$ cat config.mk
export PLATFORM = sky130hd
export DESIGN_NAME = dac8411_serial_writer
export DESIGN_NICKNAME = d
export VERILOG_FILES = /design/src/rtl/dac8411_pkg.sv /design/src/rtl/dac8411_serial_writer.sv
export SDC_FILE = /design/constraint.sdc
export NUM_CORES = 1
export LEC_CHECK = 0
export BUFFER_PORTS_ARGS = -buffer_cell sky130_fd_sc_hd__buf_2
export CELL_PAD_IN_SITES_DETAIL_PLACEMENT = 2
export CELL_PAD_IN_SITES_GLOBAL_PLACEMENT = 2
export CORE_MARGIN = 3
export CORE_UTILIZATION = 38
export DETAILED_ROUTE_END_ITERATION = 8
export HOLD_SLACK_MARGIN = 0.06
export PLACE_DENSITY_LB_ADDON = 0.05
export SYNTH_ARGS = -nofsm -noshare
export SYNTH_HDL_FRONTEND = slang
export SYNTH_SLANG_ARGS = --single-unit
export TNS_END_PERCENT = 1
$ cat constraint.sdc
create_clock -name clk -period 2.62 [get_ports clk]
set_input_delay 0.131 -clock clk [delete_from_list [all_inputs] [get_ports clk]]
set_output_delay 0.131 -clock clk [all_outputs]
set_load 0.01 [all_outputs]
$ cat src/rtl/dac8411_pkg.sv
// Shared types and frame geometry for the DAC8411 serial writer.
package dac8411_pkg;

  typedef enum logic [1:0] {
    IDLE,
    LOAD,
    SHIFT,
    GAP
  } state_t;

  localparam int FRAME_BITS = 24;
  localparam int CODE_BITS  = 16;
  localparam int PAD_BITS   = FRAME_BITS - 2 - CODE_BITS;

endpackage

$ cat src/rtl/dac8411_serial_writer.sv
// Free-running DAC8411 frame transmitter: {PD1:PD0, code, 6 pad zeros}, MSB first,
// sclk = clk/2, data launched with the sclk rising edge, DAC samples on the falling edge.
module dac8411_serial_writer
  import dac8411_pkg::*;
#(
  parameter int         DAC_WIDTH  = 16,
  parameter logic [1:0] PD_MODE    = 2'b00,
  parameter int         GAP_CYCLES = 4
) (
  input  logic                 clk,
  input  logic                 aresetn,
  input  logic [DAC_WIDTH-1:0] data_in,
  output logic                 sclk,
  output logic                 serial_data_out,
  output logic                 syncn
);

  localparam int GW = (GAP_CYCLES > 1) ? $clog2(GAP_CYCLES) : 1;

  state_t                  state;
  logic [FRAME_BITS-2:0]   shreg;
  logic [4:0]              bit_cnt;
  logic                    phase;
  logic [GW-1:0]           gap_cnt;
  logic [FRAME_BITS-1:0]   frame;

  assign frame = {PD_MODE, data_in, {PAD_BITS{1'b0}}};

  // frame[MSB] goes straight to the pin in LOAD, so the shift register holds only the rest
  always_ff @(posedge clk or negedge aresetn) begin
    if (!aresetn) begin
      state           <= IDLE;
      shreg           <= '0;
      bit_cnt         <= '0;
      phase           <= 1'b0;
      gap_cnt         <= '0;
      sclk            <= 1'b0;
      serial_data_out <= 1'b0;
      syncn           <= 1'b1;
    end else begin
      case (state)
        IDLE: begin
          state <= LOAD;
        end
        LOAD: begin
          shreg           <= frame[FRAME_BITS-2:0];
          syncn           <= 1'b0;
          sclk            <= 1'b0;
          serial_data_out <= frame[FRAME_BITS-1];
          bit_cnt         <= '0;
          phase           <= 1'b0;
          state           <= SHIFT;
        end
        SHIFT: begin
          if (!phase) begin
            sclk  <= 1'b1;
            phase <= 1'b1;
            if (bit_cnt != 5'd0) begin
              serial_data_out <= shreg[FRAME_BITS-2];
              shreg           <= {shreg[FRAME_BITS-3:0], 1'b0};
            end
          end else begin
            sclk    <= 1'b0;
            phase   <= 1'b0;
            bit_cnt <= bit_cnt + 5'd1;
            if (bit_cnt == 5'(FRAME_BITS - 1)) begin
              state   <= GAP;
              gap_cnt <= '0;
            end
          end
        end
        GAP: begin
          syncn           <= 1'b1;
          sclk            <= 1'b0;
          serial_data_out <= 1'b0;
          if (gap_cnt == GW'(GAP_CYCLES - 1)) begin
            state <= LOAD;
          end else begin
            gap_cnt <= gap_cnt + 1'b1;
          end
        end
        default: state <= IDLE;
      endcase
    end
  end

endmodule

# Word level (Yosys, flattened, before mapping)
# Index checks and enable logic that the tools add are counted.
totals:
  word_cells: 53
  output_inout_bits: 3
  inputBits: 18
  regBits: 36
op_classes:
  muxes: 20
  add_sub_neg: 2
  reduce_logical: 12
  n_eq_ne: 11
ops:
  columns: ["op", "count"]
  rows:
  - ["23-bit 2-to-1 mux", 2]
  - ["23-bit one-hot mux with 2 select lines", 1]
  - ["2-bit 2-to-1 mux", 6]
  - ["2-bit inequality test, second input constant", 6]
  - ["5-bit one-hot mux with 2 select lines", 1]
  - ["3-bit AND reduction", 3]
  - ["1-bit one-hot mux with 2 select lines", 4]
  - ["2-bit one-hot mux with 4 select lines", 1]
  - ["2-bit nonzero test", 4]
  - ["2-bit equality test, second input constant", 3]
  - ["5-bit by 1-bit adder with 5-bit output, second input constant", 1]
  - ["5-bit equality test, second input constant", 1]
  - ["5-bit 2-to-1 mux", 1]
  - ["5-bit nonzero test", 1]
  - ["2-bit one-hot mux with 2 select lines", 1]
  - ["4-bit AND reduction", 1]
  - ["1-bit 2-to-1 mux", 3]
  - ["2-bit by 1-bit adder with 2-bit output, second input constant", 1]
  - ["2-bit by 1-bit equality test with 1-bit output, second input constant", 1]
  - ["2-bit zero test", 1]
  - ["2-bit AND reduction", 1]
  - ["2-bit OR reduction", 1]

# Logic depth before layout (Yosys ltp)
# Gate-level depths: netlist of run 1.
depth:
  ltp_word: 4
  depth_mapped: 8
  depth_no_buf: 6

# Worst setup path before layout of run 1
# No wires, ideal clock.
synth_path:
  path_kind: "flip-flop to flip-flop"
  startpoint: "register bit_cnt[0]"
  endpoint: "register serial_data_out"
  arrival_ns: 1.520
  path_slack_ns: 0.975
  n_path_buf: 1
  setup_ns: 0.125
  stages_incl_launch_ff: 8
  cell_sequence: "dfrtp_1 inv_1 ha_1 nor4b_2 or2_1 buf_6 a21oi_2 mux2_4"
synth_via:
  elab_chain_cells: 3
synth_lines:
  columns: ["element", "line_no", "rtl"]
  rows:
  - ["start: declaration", "dac8411_serial_writer.sv:22", "logic [4:0] bit_cnt;"]
  - ["start signal: assignment", "dac8411_serial_writer.sv:65", "bit_cnt <= bit_cnt + 5'd1;"]
  - ["5-bit nonzero test", "dac8411_serial_writer.sv:58", "if (bit_cnt != 5'd0) begin"]
  - ["2-bit inequality test (no line)", null, null]
  - ["3-bit AND reduction (no line)", null, null]
  - ["end signal: assignment", "dac8411_serial_writer.sv:49", "serial_data_out <= frame[FRAME_BITS-1];"]
  - ["end signal: assignment", "dac8411_serial_writer.sv:59", "serial_data_out <= shreg[FRAME_BITS-2];"]
  - ["end: declaration", "dac8411_serial_writer.sv:14", "output logic serial_data_out,"]
# No other way between the ends.
# A chain may end at the register's enable or synchronous reset.

# Final worst setup path of run 1
layout_path:
  startpoint: "register state[0]"
  endpoint: "register bit_cnt[4]"
layout_via:
  elab_chain_cells: 3
  word_cells_on_any_way: 6
  cone_classes: "eq/ne (3); mux (1); reduce/logical (2)"
layout_lines:
  columns: ["element", "line_no", "rtl"]
  rows:
  - ["start: declaration", "dac8411_serial_writer.sv:20", "state_t state;"]
  - ["start signal: assignment", "dac8411_serial_writer.sv:32", "state <= IDLE;"]
  - ["start signal: assignment", "dac8411_serial_writer.sv:43", "state <= LOAD;"]
  - ["start signal: assignment", "dac8411_serial_writer.sv:52", "state <= SHIFT;"]
  - ["2-bit equality test or 2-bit by 1-bit equality test with 1-bit output (tied branches)", "dac8411_serial_writer.sv:41", "case (state)"]
  - ["2-bit inequality test (no line) or 2-bit nonzero test (tied branches)", null, null]
  - ["2-bit AND reduction (no line)", null, null]
# Several ways; a longest one is shown, not always the timed one.

==> qor.yml, run 1 <==
internal_power_mw: 0.6617
detail-route-antenna-nets: 0
slew_headroom: 0.5438
fmaxAchievable_mhz: 501.2
seqPwrFrac: 0.554
swShare: 0.2087
syn_inst: 182
cts_root_buffer: "clkbuf_8"
start_util: 0.4106
critPathKind: "reg -> reg"
clock_skew_ns: 0.007978
die_height_um: 72.92
first_pass_iters: 4
synth.net_count: 208
status: "finished clean"
gp_congestion: 0.7947
core_area_um2: 4144
nNetsFinal: 228
min-delay-start: "data_in[10]"
cts_tree: "done"
drt_iter0_drc: 47
ys.flop_type: "dfrtp_1"
p_sw_mw: 0.1745
io_pins: 21
clock_sinks: 30
setup_violations: 0
rsz0062_at_grt: "no"
grt_pass1_wl_um: 7748
vias: 1433
drive_above_1_share: 0.1724
htreeDepth: 2
async_flop_share: 1.000
die_w_um: 72.92
clkLatencyLatePin_ns: 0.28
num-fill-cells: 448
grt.total_usage: 0.1898
diodes: 0
post-cts-setup-buffers: 0
power_mw: 0.8362
ys_ff_latch: 30
syn_avg_cell_area_um2: 9.350
die_area_um2: 5317
yosysMostFrequentCell: "nand2_1"
num_rows: 23
drv_cap: 0
synth_area_leaders: "dfrtp_1 (43%), nand2_1 (7.9%), a211oi_1 (6.6%), nor2b_1 (6.6%), a31oi_1 (5.9%)"
routed_via_density: 5.664
timing.final.crit_share: 0.7616
routedWlPerCell_um: 17.35
synth_area_um2: 1702
io_buffers: 20
setup-tns-final_ns: 0
yosysWarnings: 0
crit_fanout: 17
crit_required_ns: 2.77
fin_crit_ns: 1.995
powerDensity_nw_per_um2: 437.1
synth_top_area_frac: 0.4265
synth_cell_types: 37
cts-buffers-inserted: 5
synth_area_leader_cell: "dfrtp_1"
drv_slew: 0
antenna_found_initial: 0
worst_pin_slew_ns: 0.6843
clock_power_share: 0.418
hold_viol: 0
clockBufferDepth: 2
combPwrFrac: 0.028
p_leak_nw: 0.9192
critPathArrivalTime_ns: 2.15
grt_pass1_vias: 1636
worstHoldPathType: "in -> reg"
cp-start-kind: "flop"
drcViolationCount: 0
r2r_start: "state[0]$_DFFE_PN0P_"
endpoint_kind: "flop"
clk_pin_slew_worst_paths_ns: 0.06
ys_seq_area_frac: 0.4419
syn2layout_area_growth_pct: 12.43
grt_max_degree: 32
grt_overflow: 0
dpl.hpwl_um: 3038
yosys-top-cells-count: "nand2_1 (36), dfrtp_1 (29), nor2b_1 (18)"
synth_edf_count: 0
crit_start: "state[0]$_DFFE_PN0P_"
ir_drop_mv: 0.2876
routed_wl_um: 4389
## path summary, 6_finish.rpt
kind                                                     to  slack, ns  depth (start not counted)
min in group asynchronous             shreg[13]$_DFFE_PN0P_       0.43                          2
worst min register to register  serial_data_out$_DFFE_PN0P_       0.52                          1
worst min-delay path                  shreg[16]$_DFFE_PN0P_       0.16                          3
max in group asynchronous              state[0]$_DFFE_PN0P_       1.74                          2
worst max register to register       bit_cnt[4]$_DFFE_PN0P_       0.62                          6
worst max-delay path                 bit_cnt[4]$_DFFE_PN0P_       0.62                          6
## what timing repair did
action | 4_1_cts | 5_1_grt
hold buffers | 1 | 0
hold endpoints to repair | 29 | 0
resized for setup | 0 | 0
## cell usage in the layout, fill, tap and decap left out, drive strengths merged, types with 2 or more instances in the layout
| cell | count |
|---|---|
| nor2b | 18 |
| inv | 7 |
| clkbuf | 8 |
| a22oi | 2 |
| o21ai | 3 |
| ha | 8 |
| nor2 | 6 |
| buf | 24 |
| mux2 | 3 |
| xor2 | 3 |
| a21oi | 3 |
| dfrtp | 29 |
| nand4 | 3 |
| a31oi | 16 |
| mux2i | 3 |
| nand3 | 2 |
| a211oi | 15 |
| nand2 | 36 |
## state kept, by name (all words and copies together), names as in the netlist
name / cells
bit_cnt: 5
gap_cnt: 2
phase: 1
sclk: 1
serial_data_out: 1
shreg: 17
state: 2
syncn: 1
## power groups by stage
stage	sequential, mW	clock (mW)	combinational (mW)
after floorplan	0.472	0	0.000190
after global placement	0.472	0	0.0223
after detailed placement	0.472	0	0.0233
after CTS	0.463	0.362	0.0245
after global routing	0.463	0.384	0.0268
final	0.464	0.349	0.0233
## metal layers
layer | global-route usage | up-vias | share of wire
met2 | 0.3427 | 17 | 0.53
met5 | 0 | - | 0
li1 | - | 680 | -
met1 | 0.2242 | 729 | 0.43
met3 | 0.04132 | 7 | 0.026
met4 | 0.05533 | 0 | 0.013
## area by class of cell
type | instances | area, um2 | share of cell area
repair buffers | 25 | 140.1 | 0.07325
flip-flops and latches | 30 | 752.0 | 0.3931
well taps | 50 | 62.56 | 0.03270
clock buffers | 8 | 80.08 | 0.04186
inverters | 7 | 26.28 | 0.01373
multi-input cells | 133 | 852.1 | 0.4454
## through the flow
| stage | hold WS, ns | std cells | worst slack (ns) | cell area [um2] | util |
|---|---|---|---|---|---|
| floorplan | -0.1646 | 182 | 0.9750 | 1702 | - |
| global placement | 0.2143 | 244 | 0.8204 | 1823 | 0.4399 |
| detailed placement | 0.2207 | 244 | 0.6595 | 1823 | 0.4399 |
| CTS | 0.1565 | 253 | 0.6251 | 1913 | 0.4617 |
| global route | 0.1697 | 253 | 0.4375 | 1913 | 0.4617 |
| finish | 0.1627 | 253 | 0.6246 | 1913 | 0.4617 |
## logic make-up (layout without fill, tap and decap cells)
kind of cell | Yosys count | in the layout | share of synthesized area
AND/OR/NAND/NOR | 71 | 71 | 0.2044
adder cells (fa/ha/maj) | 8 | 8 | 0.05883
XOR/XNOR | 3 | 3 | 0.01544
flip-flops | 30 | 30 | 0.4419
buffers and inverters | 19 | 40 | 0.05735
AO/OA/AOI/OAI | 45 | 45 | 0.1824
multiplexers | 6 | 6 | 0.03970
## worst max-delay path, stage by stage (launching register included)
cell and delay, ns:
dfrtp_1 0.43, inv_1 0.15, ha_1 0.58, and2_1 0.32, nand4_1 0.14, xor2_1 0.19
nor2_1 0.06
No activity file was read; power rests on OpenSTA's default activity.
==> run 2: changes to the inputs <==
--- a/config.mk
+++ b/config.mk
@@ -9,7 +9,7 @@
 export CELL_PAD_IN_SITES_DETAIL_PLACEMENT = 2
 export CELL_PAD_IN_SITES_GLOBAL_PLACEMENT = 2
 export CORE_MARGIN = 3
-export CORE_UTILIZATION = 38
+export CORE_UTILIZATION = 35
 export DETAILED_ROUTE_END_ITERATION = 8
 export HOLD_SLACK_MARGIN = 0.06
 export PLACE_DENSITY_LB_ADDON = 0.05
==> constraint.sdc (replaced) <==
create_clock -name clk -period 2 [get_ports clk]
set_input_delay 0.1 -clock clk [delete_from_list [all_inputs] [get_ports clk]]
set_output_delay 0.1 -clock clk [all_outputs]
set_load 0.01 [all_outputs]
==> run 2 against run 1 <==
Register-to-register slack worse by 0.37 ns; core utilization shrank 3.0 points; non-clock buffer count did not move; critical path depth is the same; total power is 40% higher; sequential power grew 31%; wire length grew 2.1%; cell area increased by 2.4%; sequential share of layout area fell by 0.93 points; critical endpoint is now bit_cnt[3]$_DFFE_PN0P_; maximum frequency up 14%; worst hold slack got worse by 0.048 ns.
==> qor.yml, run 2 (same netlist as run 1, synthesis figures left out) <==
status: "finished clean"
r2r_start: "state[0]$_DFFE_PN0P_"
slew_headroom: 0.5256  # -0.01821
die_w_um: 75.73  # +3.9%
reg_top3: "shreg (17), bit_cnt (5)"
routed_wl_um: 4482  # +2.1%
drv_cap: 0  # unchanged
worst_pin_slew_ns: 0.7116  # +0.02732 ns
holdPathStages: 3  # unchanged
cts_root_buffer: "clkbuf_8"
routedWlPerCell_um: 16.72  # -3.6%
worstHoldPathType: "in -> reg"
drt_iter0_drc: 46  # -2.1%
crit_required_ns: 2.16  # -0.61 ns
antenna_found_initial: 0  # unchanged
internal_power_mw: 0.8960  # +35%
hold_end: "shreg[20]$_DFFE_PN0P_"
start_util: 0.3753  # -0.03535
cts_resized: 0  # unchanged
htreeDepth: 2  # unchanged
registers.top_by_ff_count: "shreg"
setup_violations: 0  # unchanged
detail-route-antenna-nets: 0  # unchanged
io_buffers: 20  # unchanged
p_sw_mw: 0.2706  # +55%
clock_sinks: 30  # unchanged
routed_via_density: 5.280  # -6.8%
clock_power_share: 0.454  # +0.036
cts-buffers-inserted: 5  # unchanged
clock_skew_ns: 0.004078  # -0.003900 ns
crit_fanout: 6  # -11
ir_drop_mv: 0.2770  # -3.7%
drv_slew: 0  # unchanged
timing.rr.end: "bit_cnt[3]$_DFFE_PN0P_"
clk_pin_slew_worst_paths_ns: 0.07  # about the same
dpl.hpwl_um: 2998  # -1.3%
critPathKind: "reg -> reg"
grt_max_degree: 39  # +22%
cts_hold_buf: 1  # unchanged
min-delay-start: "data_in[14]"
critPathArrivalTime_ns: 1.91  # -0.24 ns
combPwrFrac: 0.026  # -0.002
seqPwrFrac: 0.520  # -0.034
rsz0062_at_grt: "no"
clockBufferDepth: 2  # unchanged
layout_commonest_cell: "nand2_1"
cp-start-kind: "flop"
post-cts-setup-buffers: 0  # unchanged
p_leak_nw: 0.9334  # +1.5%
num_rows: 24  # +4.3%
powerDensity_nw_per_um2: 595.4  # +36%
hold_viol: 0  # unchanged
nNetsFinal: 228  # unchanged
syn2layout_area_growth_pct: 15.15
die_height_um: 75.73  # +3.9%
ff2ff_setup_slack_ns: 0.25  # -0.37 ns
diodes: 0  # unchanged
drive_above_1_share: 0.1872  # +0.01478
setup-tns-final_ns: 0  # unchanged
endpoint_kind: "flop"
clkLatencyLatePin_ns: 0.28  # about the same
final_cell_mix: "nand2_1 (36), dfrtp_1 (29), buf_2 (20)"
gp_congestion: 0.7996  # +0.62%
first_pass_iters: 4  # unchanged
cts_tree: "done"
rr_worst_depth: 6  # unchanged
largest_reg_flops: 17  # unchanged
timing.final.crit_share: 0.8728  # +0.1113
grt_pass1_vias: 1498  # -8.4%
drcViolationCount: 0  # unchanged
vias: 1415  # -1.3%
io_pins: 21  # unchanged
core_area_um2: 4534  # +9.4%
swShare: 0.2319  # +0.02321
grt_overflow: 0  # unchanged
grt.total_usage: 0.1766  # -0.01321
power_mw: 1.167  # +40%
die_area_um2: 5734  # +7.9%
grt_pass1_wl_um: 7465  # -3.7%
fin_crit_ns: 1.746  # -0.2497 ns
fmaxAchievable_mhz: 572.8  # +14%
[run 2: worst max-delay path by stage]
stage | to | from
after floorplan | serial_data_out$_DFFE_PN0P_ | bit_cnt[0]$_DFFE_PN0P_
after global placement | serial_data_out$_DFFE_PN0P_ | bit_cnt[0]$_DFFE_PN0P_
after detailed placement | bit_cnt[0]$_DFFE_PN0P_ | state[0]$_DFFE_PN0P_
after CTS | bit_cnt[3]$_DFFE_PN0P_ | state[0]$_DFFE_PN0P_
after global routing | bit_cnt[3]$_DFFE_PN0P_ | state[0]$_DFFE_PN0P_
final | bit_cnt[3]$_DFFE_PN0P_ | state[0]$_DFFE_PN0P_
[run 2: power by group through the flow]
| stage | sequential (mW) | clock [mW] | combinational (mW) |
|---|---|---|---|
| floorplan | 0.618 | 0 | 0.000249 |
| global placement | 0.618 | 0 | 0.0291 |
| detailed placement | 0.618 | 0 | 0.0305 |
| CTS | 0.606 | 0.554 | 0.0323 |
| global route | 0.606 | 0.583 | 0.0348 |
| finish | 0.607 | 0.529 | 0.0306 |
[run 2: final cells by class]
| class | instances | area [um2] |
|---|---|---|
| Sequential cell | 30 | 752.0 |
| Clock buffer | 6 | 82.58 |
| Fill cell | 497 | 2575 |
| Timing Repair Buffer | 25 | 152.6 |
| Clock inverter | 2 | 12.51 |
| Tap cell | 65 | 81.33 |
| Inverter | 7 | 26.28 |
| Multi-Input combinational cell | 133 | 852.1 |
[run 2: metrics by stage]
stage / cell area, um2 / cells / utilization / hold slack [ns] / worst slack, ns
6_report: 1959 / 268 / 0.4321 / 0.1150 / 0.2543
5_1_grt: 1959 / 268 / 0.4321 / 0.1224 / 0.1106
4_1_cts: 1959 / 268 / 0.4321 / 0.1056 / 0.2485
3_5_place_dp: 1854 / 259 / 0.4089 / 0.1985 / 0.3069
3_3_place_gp: 1854 / 259 / 0.4089 / 0.1865 / 0.3702
2_1_floorplan: 1702 / 182 / - / -0.1956 / 0.3550
[run 2: critical path, cell delays in order, from the launching register on]
cell and delay, ns:
dfrtp_1 0.44, inv_1 0.13, ha_1 0.35, and2_1 0.31, nand4_1 0.15, xor2_1 0.18, nor2_1 0.06
[run 2: metal layers]
metal  up-vias  track usage  part of all wire  wire length, um
met5         -            0                 0                0
li1        676            -                 -                -
met2        24       0.2819              0.48             2142
met4         0      0.07184             0.018               81
met3         9      0.04090             0.033              146
met1       706       0.2303              0.47             2111
==> run 3: changes to the inputs <==
--- a/config.mk
+++ b/config.mk
@@ -5,14 +5,17 @@
 export SDC_FILE = /design/constraint.sdc
 export NUM_CORES = 1
 export LEC_CHECK = 0
+export ABC_CLOCK_PERIOD_IN_PS = 2000
 export BUFFER_PORTS_ARGS = -buffer_cell sky130_fd_sc_hd__buf_2
 export CELL_PAD_IN_SITES_DETAIL_PLACEMENT = 2
 export CELL_PAD_IN_SITES_GLOBAL_PLACEMENT = 2
 export CORE_MARGIN = 3
 export CORE_UTILIZATION = 35
+export CTS_BUF_LIST = sky130_fd_sc_hd__clkbuf_16
 export DETAILED_ROUTE_END_ITERATION = 8
 export HOLD_SLACK_MARGIN = 0.06
 export PLACE_DENSITY_LB_ADDON = 0.05
+export RECOVER_POWER = 100
 export SYNTH_ARGS = -nofsm -noshare
 export SYNTH_HDL_FRONTEND = slang
 export SYNTH_SLANG_ARGS = --single-unit
==> run 3 against run 2 <==
Global-route usage is 0.42 points lower; sequential power hardly changed; first-iteration DRC count is 74% higher; critical path depth stayed put; die area stayed put; setup slack better by 0.027 ns; clock skew is 0.00069 ns higher; maximum frequency is 1.5% higher; register-to-register slack better by 0.03 ns; non-clock buffer count stayed put.
==> qor.yml, run 3 (same netlist as run 1, synthesis figures left out) <==
seqPwrFrac: 0.446  # -0.074
power_mw: 1.362  # +17%
drt_iter0_drc: 80  # +74%
grt_use_met3: 0.04090  # unchanged
vias: 1412  # -0.21%
hold_viol: 0  # unchanged
grtUsageMet2: 0.2886  # +0.006711
core_area_um2: 4534  # unchanged
powerDensity_nw_per_um2: 681.7  # +15%
clkLatencyLatePin_ns: 0.27  # about the same
grt_pass1_wl_um: 7445  # -0.27%
swShare: 0.2116  # -0.02033
grt.total_usage: 0.1724  # -0.004153
io_pins: 21  # unchanged
post-cts-setup-buffers: 0  # unchanged
setup_violations: 0  # unchanged
clock_power_share: 0.532  # +0.078
drcViolationCount: 0  # unchanged
diodes: 0  # unchanged
routed_via_density: 5.269  # -0.21%
multiInputGateArea_um2: 848.3  # -0.44%
grt_overflow: 0  # unchanged
critPathArrivalTime_ns: 1.88  # -0.03 ns
layout_commonest_cell: "nand2_1"
p_leak_nw: 0.9439  # +1.1%
worst_pin_slew_ns: 0.7891  # +0.07757 ns
first_pass_iters: 4  # unchanged
largest_reg_flops: 17  # unchanged
drive_above_1_share: 0.1626  # -0.02463
clk_pin_slew_worst_paths_ns: 0.05  # -0.02 ns
crit_family: "flip-flops"
cts_resized: 0  # unchanged
grt_pass1_vias: 1512  # +0.93%
die_area_um2: 5734  # unchanged
io_buffers: 20  # unchanged
fmaxAchievable_mhz: 581.7  # +1.5%
num_rows: 24  # unchanged
syn2layout_area_growth_pct: 17.43
met1_usage: 0.2220  # -0.008317
crit_required_ns: 2.16  # about the same
clock_sinks: 30  # unchanged
nNetsFinal: 228  # unchanged
status: "finished clean"
cts_tree: "done"
combPwrFrac: 0.022  # -0.004
num-fill-cells: 497  # unchanged
die_w_um: 75.73  # unchanged
setup-tns-final_ns: 0  # unchanged
routed_wl_um: 4460  # -0.49%
grt.busiest_layer: "met2"
cpPeakStageDelay_ns: 0.40  # -0.04 ns
antenna_found_initial: 0  # unchanged
crit_fanout: 4  # -2
dpl_cell_area_um2: 1854  # unchanged
drv_cap: 0  # unchanged
dpl.hpwl_um: 2998  # unchanged
cp-start-kind: "flop"
reg_top3: "shreg (17), bit_cnt (5)"
final_area_um2: 1998  # +2.0%
timing.final.crit_share: 0.8595  # -0.01332
final_cell_mix: "nand2_1 (36), dfrtp_1 (29), nor2b_1 (18)"
internal_power_mw: 1.074  # +20%
endpoint_kind: "flop"
path_cells: "inv_1 -> ha_1 -> nor4b_2 -> or2_0 -> a21oi_1 -> mux2_4"
cts-buffers-inserted: 5  # unchanged
clock_skew_ns: 0.004772  # +0.0006947 ns
worst-path-buf-inv: 1  # unchanged
cts_root_buffer: "clkbuf_16"
htreeDepth: 2  # unchanged
register_area_um2: 752.0  # unchanged
grt_max_degree: 39  # unchanged
worstHoldPathType: "in -> reg"
p_sw_mw: 0.2882  # +6.5%
detail-route-antenna-nets: 0  # unchanged
die_height_um: 75.73  # unchanged
ir_drop_mv: 0.4373  # +58%
critPathKind: "reg -> reg"
rsz0062_at_grt: "no"
worst_path_max_delay_cell: "dfrtp_1"
fin_crit_ns: 1.719  # -0.02665 ns
registers.top_by_ff_count: "shreg"
drv_slew: 0  # unchanged
slew_headroom: 0.4739  # -0.05172
start_util: 0.3753  # unchanged
gp_congestion: 0.7996  # unchanged
clockBufferDepth: 2  # unchanged
cts_hold_buf: 1  # unchanged
routedWlPerCell_um: 16.64  # -0.49%
-- run 3: cell types whose count changed in the layout (fill, tap and decap cells not counted) --
cell       previous run  this run
clkbuf_2              0         1
a21oi_1               2         3
clkinv_1              0         1
clkbuf_1              0         3
clkbuf_16             0         5
or2_1                 1         0
buf_2                20        16
clkbuf_8              6         0
or2_0                 0         1
a21oi_2               1         0
-- run 3: worst paths after layout --
check | startpoint | end | slack (ns) | cells past startpoint
worst max-delay path | bit_cnt[0]$_DFFE_PN0P_ | serial_data_out$_DFFE_PN0P_ | 0.28 | 6
worst min-delay path | data_in[14] | shreg[20]$_DFFE_PN0P_ | 0.13 | 3
worst max register to register | bit_cnt[0]$_DFFE_PN0P_ | serial_data_out$_DFFE_PN0P_ | 0.28 | 6
worst min register to register | sclk$_DFFE_PN0P_ | sclk$_DFFE_PN0P_ | 0.53 | 2
max in group asynchronous | aresetn | sclk$_DFFE_PN0P_ | 1.05 | 2
min in group asynchronous | aresetn | shreg[8]$_DFFE_PN0P_ | 0.44 | 2
-- run 3: layout make-up --
| class | instances | share of cell area |
|---|---|---|
| repair buffers | 25 | 0.07451 |
| multi-input cells | 133 | 0.4245 |
| well taps | 65 | 0.04070 |
| inverters | 7 | 0.01315 |
| flip-flops and latches | 30 | 0.3763 |
| clock inverters | 3 | 0.008140 |
| clock buffers | 5 | 0.06262 |
-- run 3: routing by layer --
metal  vias to the layer above  routed length (um)
met1                       712                2143
met3                         4                 128
met5                         -                   0
met2                        21                2143
li1                        675                   -
met4                         0                  44
-- run 3: power by group through the flow --
stage,Sequential (mW),Clock [mW],Combinational [mW]
5_1_grt,0.607,0.771,0.0346
2_1_floorplan,0.618,0,0.000249
3_3_place_gp,0.618,0,0.0291
3_5_place_dp,0.618,0,0.0305
6_report,0.608,0.724,0.0304
4_1_cts,0.607,0.747,0.0321
-- run 3: stage by stage --
| step | hold slack [ns] | std cells | util | setup slack, ns |
|---|---|---|---|---|
| after detailed placement | 0.1985 | 259 | 0.4089 | 0.3069 |
| final | 0.1309 | 268 | 0.4407 | 0.2810 |
| after floorplan | -0.1956 | 182 | - | 0.3550 |
| after global routing | 0.1505 | 268 | 0.4407 | 0.1380 |
| after CTS | 0.1271 | 268 | 0.4423 | 0.2668 |
| after global placement | 0.1865 | 259 | 0.4089 | 0.3702 |
-- run 3: worst register-to-register path, stage by stage (launching register included) --
cell and delay, ns:
dfrtp_1 0.40, inv_1 0.06, ha_1 0.19, nor4b_2 0.16
or2_0 0.23, a21oi_1 0.23, mux2_4 0.32
